File: src/rtl/vga_pkg.sv
// Shared VGA 640x480@60 timing constants and the horizontal phase type,
// used by the horizontal and vertical counters.
package vga_pkg;

    typedef enum logic [1:0] {
        PhActive = 2'd0,
        PhFront  = 2'd1,
        PhSync   = 2'd2,
        PhBack   = 2'd3
    } h_phase_t;

    localparam int unsigned HCountW = 10;

    localparam int unsigned HActive = 640;
    localparam int unsigned HFp     = 16;
    localparam int unsigned HSync   = 96;
    localparam int unsigned HBp     = 48;
    localparam int unsigned HTotal  = HActive + HFp + HSync + HBp;

    localparam int unsigned VActive = 480;
    localparam int unsigned VFp     = 10;
    localparam int unsigned VSync   = 2;
    localparam int unsigned VBp     = 33;
    localparam int unsigned VTotal  = VActive + VFp + VSync + VBp;

endpackage

File: src/rtl/h_counter_if.sv
// Horizontal timing bus from h_counter to its consumers (vertical counter, pixel logic).
// With H_COUNTER_HOLD_EN defined the consumer side also drives h_hold.
interface h_counter_if;
    import vga_pkg::*;

    logic [HCountW-1:0] h_count;
    logic               pix_tick;
    logic               enable_v;
    logic               hsync;
    logic               h_video_on;
    h_phase_t           h_phase;
`ifdef H_COUNTER_HOLD_EN
    logic               h_hold;

    modport master (
        output h_count, pix_tick, enable_v, hsync, h_video_on, h_phase,
        input  h_hold
    );
    modport slave (
        input  h_count, pix_tick, enable_v, hsync, h_video_on, h_phase,
        output h_hold
    );
`else
    modport master (
        output h_count, pix_tick, enable_v, hsync, h_video_on, h_phase
    );
    modport slave (
        input  h_count, pix_tick, enable_v, hsync, h_video_on, h_phase
    );
`endif
endinterface

File: src/rtl/pix_clk_div.sv
// Divides clk by CLK_DIV (1..16) into a registered one-clk pix_tick; 'advance' is the
// combinational same-cycle strobe used by pixel-rate state that updates with pix_tick.
module pix_clk_div #(
    parameter int unsigned CLK_DIV = 4
) (
    input  logic clk,
    input  logic reset,
    input  logic stall,
    output logic advance,
    output logic pix_tick
);
    localparam int unsigned   DivW    = 4;
    localparam logic [DivW-1:0] DivLast = DivW'(CLK_DIV - 1);

    logic [DivW-1:0] div_q, div_d;

    always_comb begin
        advance = ~stall && (div_q == DivLast);
        div_d   = div_q;
        if (!stall) begin
            div_d = advance ? '0 : div_q + 4'd1;
        end
    end

    always_ff @(posedge clk or posedge reset) begin
        if (reset) begin
            div_q    <= '0;
            pix_tick <= 1'b0;
        end else begin
            div_q    <= div_d;
            pix_tick <= advance;
        end
    end

endmodule

File: src/rtl/h_counter.sv
// Horizontal VGA timing: pixel counter, phase FSM, registered hsync/h_video_on and the
// per-line enable_v pulse. Optional freeze input h_hold under H_COUNTER_HOLD_EN.
module h_counter
    import vga_pkg::*;
#(
    parameter int unsigned H_ACTIVE     = HActive,
    parameter int unsigned H_FP         = HFp,
    parameter int unsigned H_SYNC       = HSync,
    parameter int unsigned H_BP         = HBp,
    parameter int unsigned CLK_DIV      = 4,
    parameter logic        HSYNC_ACTIVE = 1'b0
) (
    input logic         clk,
    input logic         reset,
    h_counter_if.master bus
);
    localparam logic [HCountW-1:0] LastPix    = HCountW'(H_ACTIVE + H_FP + H_SYNC + H_BP - 1);
    localparam logic [HCountW-1:0] FrontStart = HCountW'(H_ACTIVE);
    localparam logic [HCountW-1:0] SyncStart  = HCountW'(H_ACTIVE + H_FP);
    localparam logic [HCountW-1:0] BackStart  = HCountW'(H_ACTIVE + H_FP + H_SYNC);

    logic stall;
    logic advance;
    logic pix_tick;

`ifdef H_COUNTER_HOLD_EN
    assign stall = bus.h_hold;
`else
    assign stall = 1'b0;
`endif

    pix_clk_div #(
        .CLK_DIV(CLK_DIV)
    ) u_pix_clk_div (
        .clk     (clk),
        .reset   (reset),
        .stall   (stall),
        .advance (advance),
        .pix_tick(pix_tick)
    );

    logic [HCountW-1:0] count_q, count_d;
    h_phase_t           phase_q, phase_d;
    logic               enable_v_q, enable_v_d;
    logic               hsync_q, hsync_d;
    logic               video_q, video_d;

    // Phase and derived outputs are computed from the next count so they stay
    // aligned with h_count after the edge.
    always_comb begin
        count_d    = count_q;
        phase_d    = phase_q;
        enable_v_d = 1'b0;
        if (advance) begin
            if (count_q == LastPix) begin
                count_d    = '0;
                enable_v_d = 1'b1;
            end else begin
                count_d = count_q + 10'd1;
            end
            if (count_d == FrontStart) begin
                phase_d = PhFront;
            end else if (count_d == SyncStart) begin
                phase_d = PhSync;
            end else if (count_d == BackStart) begin
                phase_d = PhBack;
            end else if (count_d == '0) begin
                phase_d = PhActive;
            end
        end
        hsync_d = (phase_d == PhSync) ? HSYNC_ACTIVE : ~HSYNC_ACTIVE;
        video_d = (phase_d == PhActive);
    end

    always_ff @(posedge clk or posedge reset) begin
        if (reset) begin
            count_q    <= '0;
            phase_q    <= PhActive;
            enable_v_q <= 1'b0;
            hsync_q    <= ~HSYNC_ACTIVE;
            video_q    <= 1'b1;
        end else begin
            count_q    <= count_d;
            phase_q    <= phase_d;
            enable_v_q <= enable_v_d;
            hsync_q    <= hsync_d;
            video_q    <= video_d;
        end
    end

    assign bus.h_count    = count_q;
    assign bus.pix_tick   = pix_tick;
    assign bus.enable_v   = enable_v_q;
    assign bus.hsync      = hsync_q;
    assign bus.h_video_on = video_q;
    assign bus.h_phase    = phase_q;

endmodule

File: src/flat_wrapper.sv
// flat-port wrapper written by rule: the top's interface ports become plain ports
module h_counter_flat import vga_pkg::*;
#(
    parameter int unsigned H_ACTIVE     = HActive,
    parameter int unsigned H_FP         = HFp,
    parameter int unsigned H_SYNC       = HSync,
    parameter int unsigned H_BP         = HBp,
    parameter int unsigned CLK_DIV      = 4,
    parameter logic        HSYNC_ACTIVE = 1'b0
)
  (clk, reset, bus_h_count, bus_pix_tick, bus_enable_v, bus_hsync, bus_h_video_on, bus_h_phase);
  h_counter_if bus_i ();
  input logic clk;
  input logic reset;
  output wire logic [$bits(bus_i.h_count)-1:0] bus_h_count;
  output wire logic [$bits(bus_i.pix_tick)-1:0] bus_pix_tick;
  output wire logic [$bits(bus_i.enable_v)-1:0] bus_enable_v;
  output wire logic [$bits(bus_i.hsync)-1:0] bus_hsync;
  output wire logic [$bits(bus_i.h_video_on)-1:0] bus_h_video_on;
  output wire logic [$bits(bus_i.h_phase)-1:0] bus_h_phase;
  assign bus_h_count = bus_i.h_count;
  assign bus_pix_tick = bus_i.pix_tick;
  assign bus_enable_v = bus_i.enable_v;
  assign bus_hsync = bus_i.hsync;
  assign bus_h_video_on = bus_i.h_video_on;
  assign bus_h_phase = bus_i.h_phase;
  h_counter #(.H_ACTIVE(H_ACTIVE), .H_FP(H_FP), .H_SYNC(H_SYNC), .H_BP(H_BP), .CLK_DIV(CLK_DIV), .HSYNC_ACTIVE(HSYNC_ACTIVE)) u_core (.clk(clk), .reset(reset), .bus(bus_i));
endmodule
File: config.mk
export PLATFORM = sky130hd
export DESIGN_NAME = h_counter_flat
export DESIGN_NICKNAME = d
export VERILOG_FILES = /design/src/rtl/vga_pkg.sv /design/src/rtl/h_counter_if.sv /design/src/rtl/pix_clk_div.sv /design/src/rtl/h_counter.sv /design/src/flat_wrapper.sv
export SDC_FILE = /design/constraint.sdc
export NUM_CORES = 1
export LEC_CHECK = 0
export CAP_MARGIN = 20
export CORE_UTILIZATION = 48
export CTS_CLUSTER_DIAMETER = 30
export DETAILED_ROUTE_END_ITERATION = 10
export PLACE_DENSITY = 0.81
export SYNTH_ARGS = -nofsm -noshare
export SYNTH_HDL_FRONTEND = slang
export SYNTH_HIERARCHICAL = 1
export SYNTH_SLANG_ARGS = --single-unit
File: constraint.sdc
create_clock -name clk -period 3.1 [get_ports clk]
set_clock_uncertainty 0.1 [all_clocks]
set_input_delay 0.62 -clock clk [delete_from_list [all_inputs] [get_ports clk]]
set_output_delay 0.62 -clock clk [all_outputs]
set_load 0.03 [all_outputs]
==> impl_metrics.ini, run 1 <==
[place]
port_buffers = 17
routabilityCongestion = 0.822
hpwl_um = 1900

[worst_setup_path]
r2r_slack_ps = 680
worstPathRequired_ps = 3220
crit_path_start_kind = register
arrival_ps = 2550
critPathKind = register to register
r2r-start = u_core/bus.h_count[0]
r2r_cells = 7
crit_path_end_kind = register
critPathMaxFanout = 7
timing.rr.end = u_core/bus.h_video_on

[drt]
first_pass_iters = 4
drc_errors = 0
wl_per_cell_um = 14.4
drt_iter0_markers = 17
viasPerCell = 5.79
wl_um = 2480
final_antenna_net_count = 0
vias = 996

[final_layout]
area_delta_synth_final_pct = 18.5
utilization_pct = 59.8
fin_nets = 148
antenna_cells = 0
drive_gt1_share_pct = 17.6

[die]
die_width_um = 52.8
ios = 18
die_area_sq_um = 2790
start_util_pct = 50.5
rows = 18
die_h_um = 52.8
core_area_sq_um = 2450

[global_routing]
grt_pass1_vias = 932
grt-ovfl-total = 0
grtUsageTotal_pct = 20.6
grt_max_degree = 16
grt_antenna_before_repair = 0
grt_pass1_wl_um = 4130

[clock_network]
cts_setup_buffers = 0
cts_buffer_depth = 2
hold_buffers = 0
clock_latency_ps = 300
cts-root-buf = clkbuf_4
cts-htree-levels = 1
clkSinkCount = 20
ctsResizeCount = 0
cts_tree = done
numCtsBuffers = 3
clk_pin_slew_worst_paths_ps = 110

[yosys]
synth-edff-count = 0
synth.distinct_cells = 50
yosysWarnings = 6
ys_async_sr_fraction_pct = 100
ys_seq_area_share_pct = 40.6
synth_flop_cell = dfrtp_1
avgSynthCellArea_sq_um = 10.2
syn_area_sq_um = 1240
synthCells = 122
ys_ff_latch = 20

[sta]
setup-tns-final_ps = 0
hold_violations = 0
tightest_slew_ps = 558
min_period_ps = 2420
rsz0062_at_grt = no
finalCritPeriodShare_pct = 78.2
slew_headroom_pct = 62.8
finalSetupViolCount = 0
max_freq_ghz = 0.412
drv_slew = 0

[job]
cap_violations = 0

[status]
status = complete, no violations

[power_and_ir_drop]
power_density_nw_per_um2 = 542
leakagePower_nw = 0.602
vdd_drop_max_uv = 511

[min_path]
hold_class = primary input to async pin
final cells by class:
type                            count  area, sq um
Fill cell                         212          987
Multi-Input combinational cell     94          701
Sequential cell                    20          503
Timing Repair Buffer               18          178
Tap cell                           30         37.5
Clock buffer                        4         26.3
Inverter                            6         22.5
sequential cells by signal, summed over array words and instances, names as in the netlist:
register,flops
u_core/bus.h_video_on,1
u_core/u_pix_clk_div/div_q,4
u_core/bus.hsync,1
u_core/bus.h_phase,2
u_core/bus.h_count,10
u_core/bus.enable_v,1
u_core/u_pix_clk_div/pix_tick,1
kinds of logic after synthesis:
kind of cell / after synthesis / share of synthesized area (%)
other cells: 1 / 0.303
simple gates: 47 / 24.0
compound gates: 21 / 13.0
xor+xnor: 11 / 8.38
flops: 20 / 40.6
mux: 7 / 6.57
fa+ha+maj: 3 / 3.03
buf+inv: 12 / 4.04
Yosys cell counts, types with 2 or more instances:
cell type | n | area, sq um
dfrtp_1 | 18 | 450
nand2_1 | 10 | 37.5
xnor2_1 | 7 | 61.3
inv_1 | 6 | 22.5
mux2_2 | 5 | 56.3
nand3_1 | 5 | 25.0
and3_1 | 4 | 25.0
buf_2 | 4 | 20.0
nand4_1 | 4 | 25.0
nor2_1 | 4 | 15.0
ha_1 | 3 | 37.5
o21ai_0 | 3 | 15.0
o21ai_1 | 3 | 15.0
xor2_1 | 3 | 26.3
a21oi_1 | 2 | 10.0
and2_1 | 2 | 12.5
dfstp_2 | 2 | 52.6
nor2b_1 | 2 | 12.5
nor4_1 | 2 | 12.5
o311a_1 | 2 | 20.0
or3_1 | 2 | 12.5
worst max-delay path, cell delays in order (launching register included):
cell	delay, ps
dfrtp_1	480
ha_1	280
and4_1	280
a311oi_1	340
o21a_1	230
o311a_1	240
a221oi_1	100
o311a_1	300
where the power goes:
group	switching, W	internal, W
clock network	0.0000743	0.0000501
logic	0.000157	0.000138
registers	0.0000721	0.000304
total	0.000304	0.000492
metrics by stage:
stage	cells	power (W)	setup slack [ps]	hold slack, ps	cell area [sq um]
finish	172	0.000796	675	436	1470
global route	172	0.000845	601	453	1470
CTS	172	0.000801	693	444	1470
detailed placement	168	0.000677	726	447	1440
global placement	168	0.000664	858	425	1440
floorplan	126	0.000569	722	299	1250
cell usage in the layout (no fill, tap or decap), drive strengths merged, types with 5 or more instances in the layout:
cell type      instances
and3                   5
clkdlybuf4s50         17
conb                   5
dfrtp                 18
inv                    6
mux2                   6
nand2                 10
nand3                  5
nand4                  5
o21ai                  6
xnor2                  7
worst max-delay path by stage:
stage	to	depth (start not counted)	slack, ps	start
floorplan	u_core/bus.h_video_on	8	720	u_core/bus.h_count[0]
global placement	u_core/bus.h_video_on	7	860	u_core/bus.h_count[0]
detailed placement	u_core/bus.h_video_on	7	730	u_core/bus.h_count[0]
CTS	u_core/bus.h_video_on	7	690	u_core/bus.h_count[0]
global route	u_core/bus.h_video_on	7	600	u_core/bus.h_count[0]
finish	u_core/bus.h_video_on	7	680	u_core/bus.h_count[0]
layer usage:
| layer | track usage (%) | up-vias | part of all wire (%) |
|---|---|---|---|
| met2 | 34.2 | 32 | 51 |
| met1 | 26.8 | 478 | 44 |
| li1 | - | 482 | - |
| met5 | 0 | - | 0 |
| met4 | 8.33 | 0 | 1.1 |
| met3 | 2.61 | 4 | 3.6 |
(Power assumes the default switching activity.)
==> run 2, diff against run 1 <==
- clock period: 3.1 -> 2.5 ns (I/O delays scaled with it)
==> run 2 against run 1 <==
Cell count rose by 0.58%. Critical endpoint unchanged. Clock power rose by 44%. Total power rose by 27%. Cell area rose by 1.3%.
==> impl_metrics.ini, run 2 (same netlist as run 1, synthesis figures left out) <==
[final_layout]
drive_gt1_share_pct = 19.6
fin_nets = 149
layout_common_cells = clkdlybuf4s50_1, dfrtp_1, nand2_1
antenna_cells = 0
fillers = 212
area_delta_synth_final_pct = 20.0
stdcell_count = 173
largest_reg_flops = 10

[drt]
route.met3.wl_um = 88
met2WireLength_um = 1180
final_antenna_net_count = 0
wl_per_cell_um = 13.6
wl_um = 2350
first_pass_iters = 4
m1WireLength_um = 1070
vias = 985
drc_errors = 0
drt_iter0_markers = 22
viasPerCell = 5.69
top_layer = met4

[clock_network]
clock_latency_ps = 290
cts-root-buf = clkbuf_4
hold_buffers = 0
cts-htree-levels = 1
cts_buffer_depth = 2
clk_pin_slew_worst_paths_ps = 100
clkSinkCount = 20
cts_tree = done
numCtsBuffers = 3

[place]
post-place-cells = 168
hpwl_um = 1760
port_buffers = 17
routabilityCongestion = 0.789

[sta]
hold_violations = 0
slew_headroom_pct = 63.2
tightest_slew_ps = 551
max_freq_ghz = 0.426
finalCritPeriodShare_pct = 94.0
setup-tns-final_ps = 0
drv_slew = 0
rsz0062_at_grt = no
min_period_ps = 2350
finalSetupViolCount = 0

[power_and_ir_drop]
power_density_nw_per_um2 = 680
leakagePower_nw = 0.613
vdd_drop_max_uv = 824

[worst_setup_path]
crit_path_end_kind = register
critPathKind = register to register
crit_path_start_kind = register
critPathMaxFanout = 6
r2r-start = u_core/bus.h_count[1]
crit_path_start = u_core/bus.h_count[1]
worstPathRequired_ps = 2630
arrival_ps = 2480

[global_routing]
grtUsageTotal_pct = 19.2
grt_antenna_before_repair = 0
grt_max_degree = 16
grt_pass1_wl_um = 3880
grt-ovfl-total = 0
grt_pass1_vias = 925

[die]
start_util_pct = 50.5
die_h_um = 52.8
core_area_sq_um = 2450
rows = 18
die_width_um = 52.8
die_area_sq_um = 2790
ios = 18

[min_path]
hold_class = primary input to async pin

[status]
status = complete, no violations

[job]
cap_violations = 0
run 2: cell types whose count changed in the layout (fill, tap and decap cells not counted), sizes merged:
cell and change:
buf +1
run 2: cell type report:
cell class | count | area (sq um) | share of cell area (%)
multi-input cells | 94 | 701 | 47.1
flip-flops and latches | 20 | 504 | 33.9
repair buffers | 19 | 185 | 12.5
well taps | 30 | 37.5 | 2.53
clock buffers | 4 | 36.3 | 2.44
inverters | 6 | 22.5 | 1.52
run 2: timing repair:
item,CTS,global route
setup endpoints to repair,0,1
buffers inserted,0,1
gates resized for setup,0,1
run 2: worst paths after layout:
| kind | end | slack [ps] | depth (start not counted) |
|---|---|---|---|
| setup / recovery | u_core/bus.h_video_on | 150 | 7 |
| hold / removal | u_core/u_pix_clk_div/div_q[1] | 340 | 2 |
| setup reg to reg | u_core/bus.h_video_on | 150 | 7 |
| hold reg to reg | u_core/u_pix_clk_div/div_q[3] | 450 | 1 |
| max in group asynchronous | u_core/bus.h_count[0] | 1410 | 2 |
| min in group clk | u_core/u_pix_clk_div/div_q[3] | 450 | 1 |
run 2: layer usage:
layer / track usage, % / vias up
met5: 0 / -
met2: 30.8 / 29
met4: 9.65 / 0
met1: 25.1 / 478
met3: 2.61 / 2
li1: - / 476
run 2: power breakdown:
group          internal (W)  switching (W)
registers          0.000379      0.0000933
logic              0.000170       0.000190
clock network     0.0000887      0.0000898
run 2: worst max-delay path, cell delays in order, from the launching register on:
cell	delay (ps)
dfrtp_1	490
ha_1	270
and3_1	300
nand2_1	140
o21ai_1	300
o311a_1	280
a221oi_1	100
o311a_1	300
run 2: per-stage QoR:
stage / power, W / util, % / hold slack [ps] / area, sq um / worst slack [ps]
after floorplan: 0.000705 / - / 179 / 1250 / 122
after global placement: 0.000822 / 58.7 / 426 / 1440 / 240
after detailed placement: 0.000837 / 58.7 / 439 / 1440 / 164
after CTS: 0.00102 / 60.2 / 334 / 1480 / 149
after global routing: 0.00108 / 60.6 / 349 / 1490 / 12.9
final: 0.00101 / 60.6 / 341 / 1490 / 151
==> run 3, diff against run 2 <==
- ABC_CLOCK_PERIOD_IN_PS: not set -> 2500
- CTS_CLUSTER_SIZE: not set -> 14
==> results of run 3 <==
Same layout as run 2: the final DEF is identical, and so are final timing and power.
